==> src/rtl/clocked_pulse_merger.sv <==
// Two-input merger for toggle-encoded pulses with a saturating pending-pulse counter.
// Define COLLISION_STATS_EN to add the collisions port and counter.
module clocked_pulse_merger #(
  parameter int CNT_W         = 4,
  parameter int WARMUP_CYCLES = 8,
  parameter int STAT_W        = 8
) (
  input  logic             clk,
  input  logic             rst,
  input  logic             in1,
  input  logic             in2,
  output logic             out,
  output logic [CNT_W-1:0] pending,
  output logic             busy,
`ifdef COLLISION_STATS_EN
  output logic [STAT_W-1:0] collisions,
`endif
  output logic             overflow
);

  localparam int W1   = CNT_W + 1;
  localparam int WU_W = (WARMUP_CYCLES > 0) ? $clog2(WARMUP_CYCLES + 1) : 1;
  localparam logic [W1-1:0] MAX = {1'b0, {CNT_W{1'b1}}};

  typedef enum logic {
    WARMUP = 1'b0,
    RUN    = 1'b1
  } state_t;

  state_t          state;
  logic [WU_W-1:0] wu_cnt;
  logic            primed;
  logic            s1, s2, q1, q2;

  logic            d1, d2, e;
  logic [1:0]      a;
  logic [W1-1:0]   sum, t;

  always_comb begin
    d1  = s1 ^ q1;
    d2  = s2 ^ q2;
    a   = {1'b0, d1} + {1'b0, d2};
    sum = {1'b0, pending} + W1'(a);
    e   = (sum != '0);
    // t needs the extra bit so pending+2 at MAX is visible before clamping
    t   = sum - W1'(e);
  end

  assign busy = (state == RUN) && (pending != '0);

  always_ff @(posedge clk or posedge rst) begin
    if (rst) begin
      state    <= WARMUP;
      wu_cnt   <= '0;
      primed   <= 1'b0;
      s1       <= 1'b0;
      s2       <= 1'b0;
      q1       <= 1'b0;
      q2       <= 1'b0;
      out      <= 1'b0;
      pending  <= '0;
      overflow <= 1'b0;
`ifdef COLLISION_STATS_EN
      collisions <= '0;
`endif
    end else if (!primed) begin
      // load history from the live level so a held-high input is not a pulse
      primed <= 1'b1;
      s1     <= in1;
      s2     <= in2;
      q1     <= in1;
      q2     <= in2;
    end else begin
      s1 <= in1;
      s2 <= in2;
      q1 <= s1;
      q2 <= s2;
      case (state)
        WARMUP: begin
          if (wu_cnt == WU_W'(WARMUP_CYCLES)) begin
            state <= RUN;
          end else begin
            wu_cnt <= wu_cnt + WU_W'(1);
          end
        end
        RUN: begin
          out <= out ^ e;
          if (t > MAX) begin
            pending  <= MAX[CNT_W-1:0];
            overflow <= 1'b1;
          end else begin
            pending <= t[CNT_W-1:0];
          end
`ifdef COLLISION_STATS_EN
          if (d1 && d2 && (collisions != '1)) begin
            collisions <= collisions + STAT_W'(1);
          end
`endif
        end
        default: state <= WARMUP;
      endcase
    end
  end

endmodule

==> config.mk <==
export PLATFORM = sky130hd
export DESIGN_NAME = clocked_pulse_merger
export DESIGN_NICKNAME = d
export VERILOG_FILES = /design/src/rtl/clocked_pulse_merger.sv
export SDC_FILE = /design/constraint.sdc
export NUM_CORES = 1
export LEC_CHECK = 0
export CORE_ASPECT_RATIO = 0.9
export CORE_MARGIN = 2
export CORE_UTILIZATION = 55
export DETAILED_ROUTE_END_ITERATION = 10
export PLACE_DENSITY = 0.8
export SETUP_SLACK_MARGIN = 0.05
export SYNTH_ARGS = -nofsm -noshare
export SYNTH_HDL_FRONTEND = slang
export SYNTH_SLANG_ARGS = --single-unit
==> constraint.sdc <==
create_clock -name clk -period 7.7 [get_ports clk]
set_clock_uncertainty 0.1 [all_clocks]
set_input_delay 1.54 -clock clk [delete_from_list [all_inputs] [get_ports clk]]
set_output_delay 1.54 -clock clk [all_outputs]
set_load 0.05 [all_outputs]
==> flow_summary.yaml, run 1 <==
status:
  outcome: "finished, final reports clean"
pwr:
  peakVddDrop_uv: 293
  pwr_density_cell_nw_per_um2: 460
  leakage_nw: 0.430
sta:
  timing.final.crit_share_pct: 45.8
  grt_setup_unrepaired: "no"
  report.final.slew_viol_count: 0
  worst_slew_pin_slew_ns: 0.598
  min_period_ns: 3.53
  holdWs_ns: 0.366
  layout_setup_ws_ns: 4.17
  max_freq_ghz: 0.283
  finalHoldViolations: 0
  max_slew_margin_pct: 60.1
  totalNegativeSetupSlack_ns: 0
  setup_viol: 0
die:
  dieWidth_um: 45.8
  dieHeight_um: 41.6
  pin_count: 11
  die_area_um2: 1910
  core_area_um2: 1460
  initial_utilization_pct: 59.1
  rows: 13
worst_setup_path:
  path_class: "reg -> out"
  start_kind: "register"
  path_cells: "o41a_1 -> clkdlybuf4s50_1"
  crit_family: "buffers and inverters"
  crit_slowest_cell: "clkdlybuf4s50_1"
  cp-end-kind: "primary output"
  rrSetupSlack_ns: 4.46
  worst-path-buf-inv: 1
  slowest_delay_ns: 0.70
  required_ns: 6.06
  crit_arrival_ns: 1.89
  worstPathMaxFanout: 10
synthesis:
  synth_seq_cells: 16
  syn_area_um2: 865
  avgSynthCellArea_um2: 11.1
  yosysMostFrequentCell: "dfrtp_1"
  netlist_instances: 78
  synth_cell_types: 34
  synth_commonest_cells: "dfrtp_1 (16), inv_1 (6)"
  synth_top_cell_area_share_pct: 46.3
  ys_seq_area_share_pct: 46.3
  ys.flop_type: "dfrtp_1"
  synth_top_cell_by_area: "dfrtp_1"
  syn_nets: 88
  synth.area.top_cells: "dfrtp_1 (46%), ha_1 (7.2%), xnor2_1 (5.1%)"
  ys.warnings.count: 0
  ys_async_sr_fraction_pct: 100
  synth_edf_count: 0
routing:
  avgRoutedWirePerCell_um: 13.4
  post-route-drc-count: 0
  ant_nets: 0
  drt_iter0_markers: 11
  dr.pass1.iters: 4
  finalWirelength_um: 1390
  drt-vias-per-instance: 5.59
  vias: 581
clock_tree:
  htreeDepth: 1
  cts_tree: "done"
  post-cts-setup-buffers: 0
  cts_sinks: 16
  insertion_delay_ns: 0.27
  ctsResizeCount: 0
  ctsHoldBuffers: 0
  ctsLongestPathBuffers: 2
  clockRootBuffer: "clkbuf_4"
  cts_buffers: 3
  clk_pin_slew_worst_paths_ns: 0.09
place:
  place_hpwl_um: 1070
  dp_cells: 101
  portBuffers: 10
  dpl_cell_area_um2: 968
  gp_congestion: 0.823
  place_ws_ns: 4.48
final_layout:
  syn_to_final_growth_pct: 14.6
  fillers: 119
  layout-drive-gt1-share_pct: 7.87
  fin_cells: 104
  design_area_um2: 991
  regArea_um2: 400
  final_nets: 101
  antenna_cells: 0
  multi_input_area_um2: 427
grt:
  grt_use_total_pct: 18.0
  antenna_found_initial: 0
  grt_max_degree: 17
  grt_pass1_wl_um: 2470
  grt.overflow.total: 0
  grt_pass1_vias: 569
flow_run:
  drv_cap: 0
hold_path:
  min-delay-path-class: "reg -> reg"
-- where the power goes --
group          switching (W)  internal, W
logic               0.000159     0.000109
registers          0.0000320     0.000115
clock network      0.0000237    0.0000181
total               0.000214     0.000242
-- through the flow --
step	util (%)	total power, W
after global routing	67.7	0.000491
after floorplan	-	0.000349
after CTS	67.7	0.000457
final	67.7	0.000456
after global placement	66.2	0.000409
after detailed placement	66.2	0.000414
-- layout by cell type (no fill, tap or decap), types with 2 or more instances in the layout --
cell,count
mux2_1,2
xnor2_1,5
a31oi_1,5
dfrtp_1,16
nand2_1,5
clkdlybuf4s50_1,10
clkbuf_4,3
o21ai_1,2
inv_1,6
ha_1,5
nor2_1,5
xor2_1,2
and3b_1,2
-- routing by layer --
layer | up-vias | global-route usage, % | routed length, um | share of wire [%]
li1 | 299 | - | - | -
met1 | 265 | 29.8 | 727 | 52
met2 | 15 | 22.5 | 571 | 41
met3 | 2 | 5.22 | 82 | 5.9
met4 | 0 | 5.14 | 9 | 0.65
met5 | - | 0 | 0 | 0
-- cell families after synthesis --
kind of cell	Yosys count	share of synthesized area, %
AND/OR/NAND/NOR	22	15.3
multiplexers	3	3.91
XOR/XNOR	7	7.09
buffers and inverters	8	4.34
other	1	0.434
adder cells (fa/ha/maj)	6	9.55
AO/OA/AOI/OAI	15	13.0
flip-flops	16	46.3
-- worst reg2reg max path, stage by stage (launching register included) --
cell and delay, ns:
dfrtp_1 0.39, xnor2_1 0.14, fa_1 0.44, inv_1 0.07, ha_1 0.27, nand2_1 0.15, o21ai_1 0.19, nand3_1 0.11
ha_1 0.24, ha_1 0.25, and3b_1 0.20, o31a_2 0.37, a31oi_2 0.13, o21ba_1 0.13
-- worst paths after layout --
check / cells after the start / startpoint / end
worst max-delay path: 2 / pending[2]$_DFFE_PP0P_ / busy
worst min-delay path: 1 / out$_DFFE_PP0P_ / out$_DFFE_PP0P_
worst max register to register: 13 / s1$_DFF_PP0_ / pending[3]$_DFFE_PP0P_
worst min register to register: 1 / out$_DFFE_PP0P_ / out$_DFFE_PP0P_
max in group asynchronous: 2 / rst / state$_DFFE_PP0P_
min in group asynchronous: 2 / rst / s1$_DFF_PP0_
-- registers in the layout, indices dropped and copies added, names as in the netlist --
register,flops
primed,1
q1,1
out,1
s2,1
wu_cnt,4
pending,4
state,1
q2,1
s1,1
overflow,1
-- layout make-up --
cell class                      instances  area share (%)
Inverter                                6            2.27
Timing Repair Buffer                   10            10.1
Tap cell                               15            1.89
Multi-Input combinational cell         54            43.1
Sequential cell                        16            40.4
Clock buffer                            3            2.27
Power figures use the tool's default switching activity.
==> run 2, diff against run 1 <==
CORE_UTILIZATION = 52   (was 55)
PLACE_DENSITY = 0.77   (was 0.8)
clock period = 3.4 ns   (was 7.7 ns; I/O delays follow)
==> run 2 against run 1 <==
Global-route usage down 0.67 points. Critical path depth is 11 higher. Total power rose by 130%. Final cell count grew 7.7%. Sequential power rose by 130%. Flip-flop and latch count is the same. Worst setup slack got worse by 3.9 ns. Clock power grew to 2.8 times the previous value. Sequential share of layout area fell by 1.0 points. Via count grew 5.7%. Critical path type is now reg -> reg. Critical endpoint is now pending[3]$_DFFE_PP0P_. Highest routed layer unchanged.
==> flow_summary.yaml, run 2 (synthesized netlist as in run 1, its figures left out) <==
routing:
  vias: 614
  drt_iter0_markers: 21
  finalWirelength_um: 1410
  avgRoutedWirePerCell_um: 12.6
  ant_nets: 0
  wl_met3_um: 89
  dr.max_layer_used: "met4"
  drt-vias-per-instance: 5.48
  wl_met2_um: 633
  post-route-drc-count: 0
  dr.pass1.iters: 4
  met1_length_um: 684
sta:
  holdWs_ns: 0.364
  worst_slew_pin_slew_ns: 0.580
  max_freq_ghz: 0.316
  grt_setup_unrepaired: "no"
  min_period_ns: 3.16
  setup_viol: 0
  report.final.slew_viol_count: 0
  totalNegativeSetupSlack_ns: 0
  max_slew_margin_pct: 61.3
  timing.final.crit_share_pct: 93.1
  finalHoldViolations: 0
worst_setup_path:
  path_class: "reg -> reg"
  crit_arrival_ns: 3.29
  cp-end-kind: "register"
  rr_startpoint: "s1$_DFF_PP0_"
  required_ns: 3.52
  start_kind: "register"
  reg2reg_depth: 13
  crit_start: "s1$_DFF_PP0_"
  worstPathMaxFanout: 7
die:
  dieWidth_um: 47.0
  die_area_um2: 2010
  initial_utilization_pct: 57.8
  pin_count: 11
  dieHeight_um: 42.7
  rows: 13
  core_area_um2: 1500
clock_tree:
  cts_buffers: 3
  ctsHoldBuffers: 0
  ctsLongestPathBuffers: 2
  htreeDepth: 1
  insertion_delay_ns: 0.28
  clk_pin_slew_worst_paths_ns: 0.08
  cts_sinks: 16
  clockRootBuffer: "clkbuf_4"
  cts_tree: "done"
grt:
  grt_pass1_vias: 563
  antenna_found_initial: 0
  grt_max_degree: 17
  grt_use_total_pct: 17.3
  grt_pass1_wl_um: 2460
  grt.overflow.total: 0
final_layout:
  layout_common_cells: "dfrtp_1 (16), clkdlybuf4s50_1 (10), inv_1 (6)"
  fillers: 118
  final_common_cell: "dfrtp_1"
  layout-drive-gt1-share_pct: 10.0
  antenna_cells: 0
  design_area_um2: 1020
  syn_to_final_growth_pct: 17.5
  final_nets: 101
  reg.largest.list: "pending x4, wu_cnt x4"
pwr:
  pwr_density_cell_nw_per_um2: 1050
  peakVddDrop_uv: 600
  leakage_nw: 0.436
place:
  dpl_cell_area_um2: 977
  gp_congestion: 0.801
  portBuffers: 10
  place_hpwl_um: 1050
hold_path:
  worstHoldPathCells: 1
  min-delay-path-class: "reg -> reg"
  hp-start: "out$_DFFE_PP0P_"
status:
  outcome: "finished, final reports clean"
flow_run:
  drv_cap: 0
## run 2: changes by cell type in the layout (fill, tap and decap cells not counted), sizes merged
cell / before / now
clkbuf: 3 / 4
## run 2: worst paths after layout
path / endpoint / slack (ns)
worst max-delay path: pending[3]$_DFFE_PP0P_ / 0.24
worst min-delay path: out$_DFFE_PP0P_ / 0.36
worst max register to register: pending[3]$_DFFE_PP0P_ / 0.24
worst min register to register: out$_DFFE_PP0P_ / 0.36
max in group asynchronous: out$_DFFE_PP0P_ / 2.17
min in group asynchronous: q2$_DFF_PP0_ / 0.65
## run 2: power breakdown
group	leakage [nW]	internal (W)	total [W]	switching [W]
logic	0.233	0.000252	0.000608	0.000357
registers	0.183	0.000260	0.000336	0.0000756
clock network	0.0210	0.0000652	0.000119	0.0000537
total	0.436	0.000577	0.00106	0.000486
## run 2: worst max-delay path, stage by stage (launching register included)
cell	delay, ns
dfrtp_1	0.39
xnor2_1	0.14
fa_1	0.45
inv_1	0.08
ha_2	0.24
nand2_1	0.11
o21ai_1	0.21
nand3_1	0.11
ha_1	0.22
ha_1	0.23
and3b_1	0.19
o31a_2	0.36
a31oi_2	0.14
o21ba_1	0.13
## run 2: what timing repair did
item                                    in CTS  in global routing
endpoints found under the setup margin       0                  1
endpoints found under the hold margin        0                  0
buffers inserted                             0                  0
gates resized for setup                      0                  1
## run 2: final cells by class
| type | instances | area [um^2] | area share, % |
|---|---|---|---|
| Inverter | 6 | 22.5 | 2.22 |
| Sequential cell | 16 | 400 | 39.4 |
| Timing Repair Buffer | 10 | 100 | 9.85 |
| Multi-Input combinational cell | 54 | 429 | 42.2 |
| Tap cell | 22 | 27.5 | 2.71 |
| Clock buffer | 4 | 36.3 | 3.57 |
## run 2: layer usage
metal | vias to the layer above | GRT usage [%]
met3 | 2 | 6.81
met5 | - | 0
met1 | 291 | 25.1
met4 | 0 | 6.67
met2 | 22 | 23.0
li1 | 299 | -
## run 2: per-stage QoR
stage / util [%] / std cells / power, W / setup WS, ns
after floorplan: - / 78 / 0.000792 / 0.175
after global placement: 65.3 / 108 / 0.000930 / 0.285
after detailed placement: 65.3 / 108 / 0.000937 / 0.238
after CTS: 67.7 / 112 / 0.00106 / 0.214
after global routing: 67.9 / 112 / 0.00115 / 0.0367
final: 67.9 / 112 / 0.00106 / 0.236
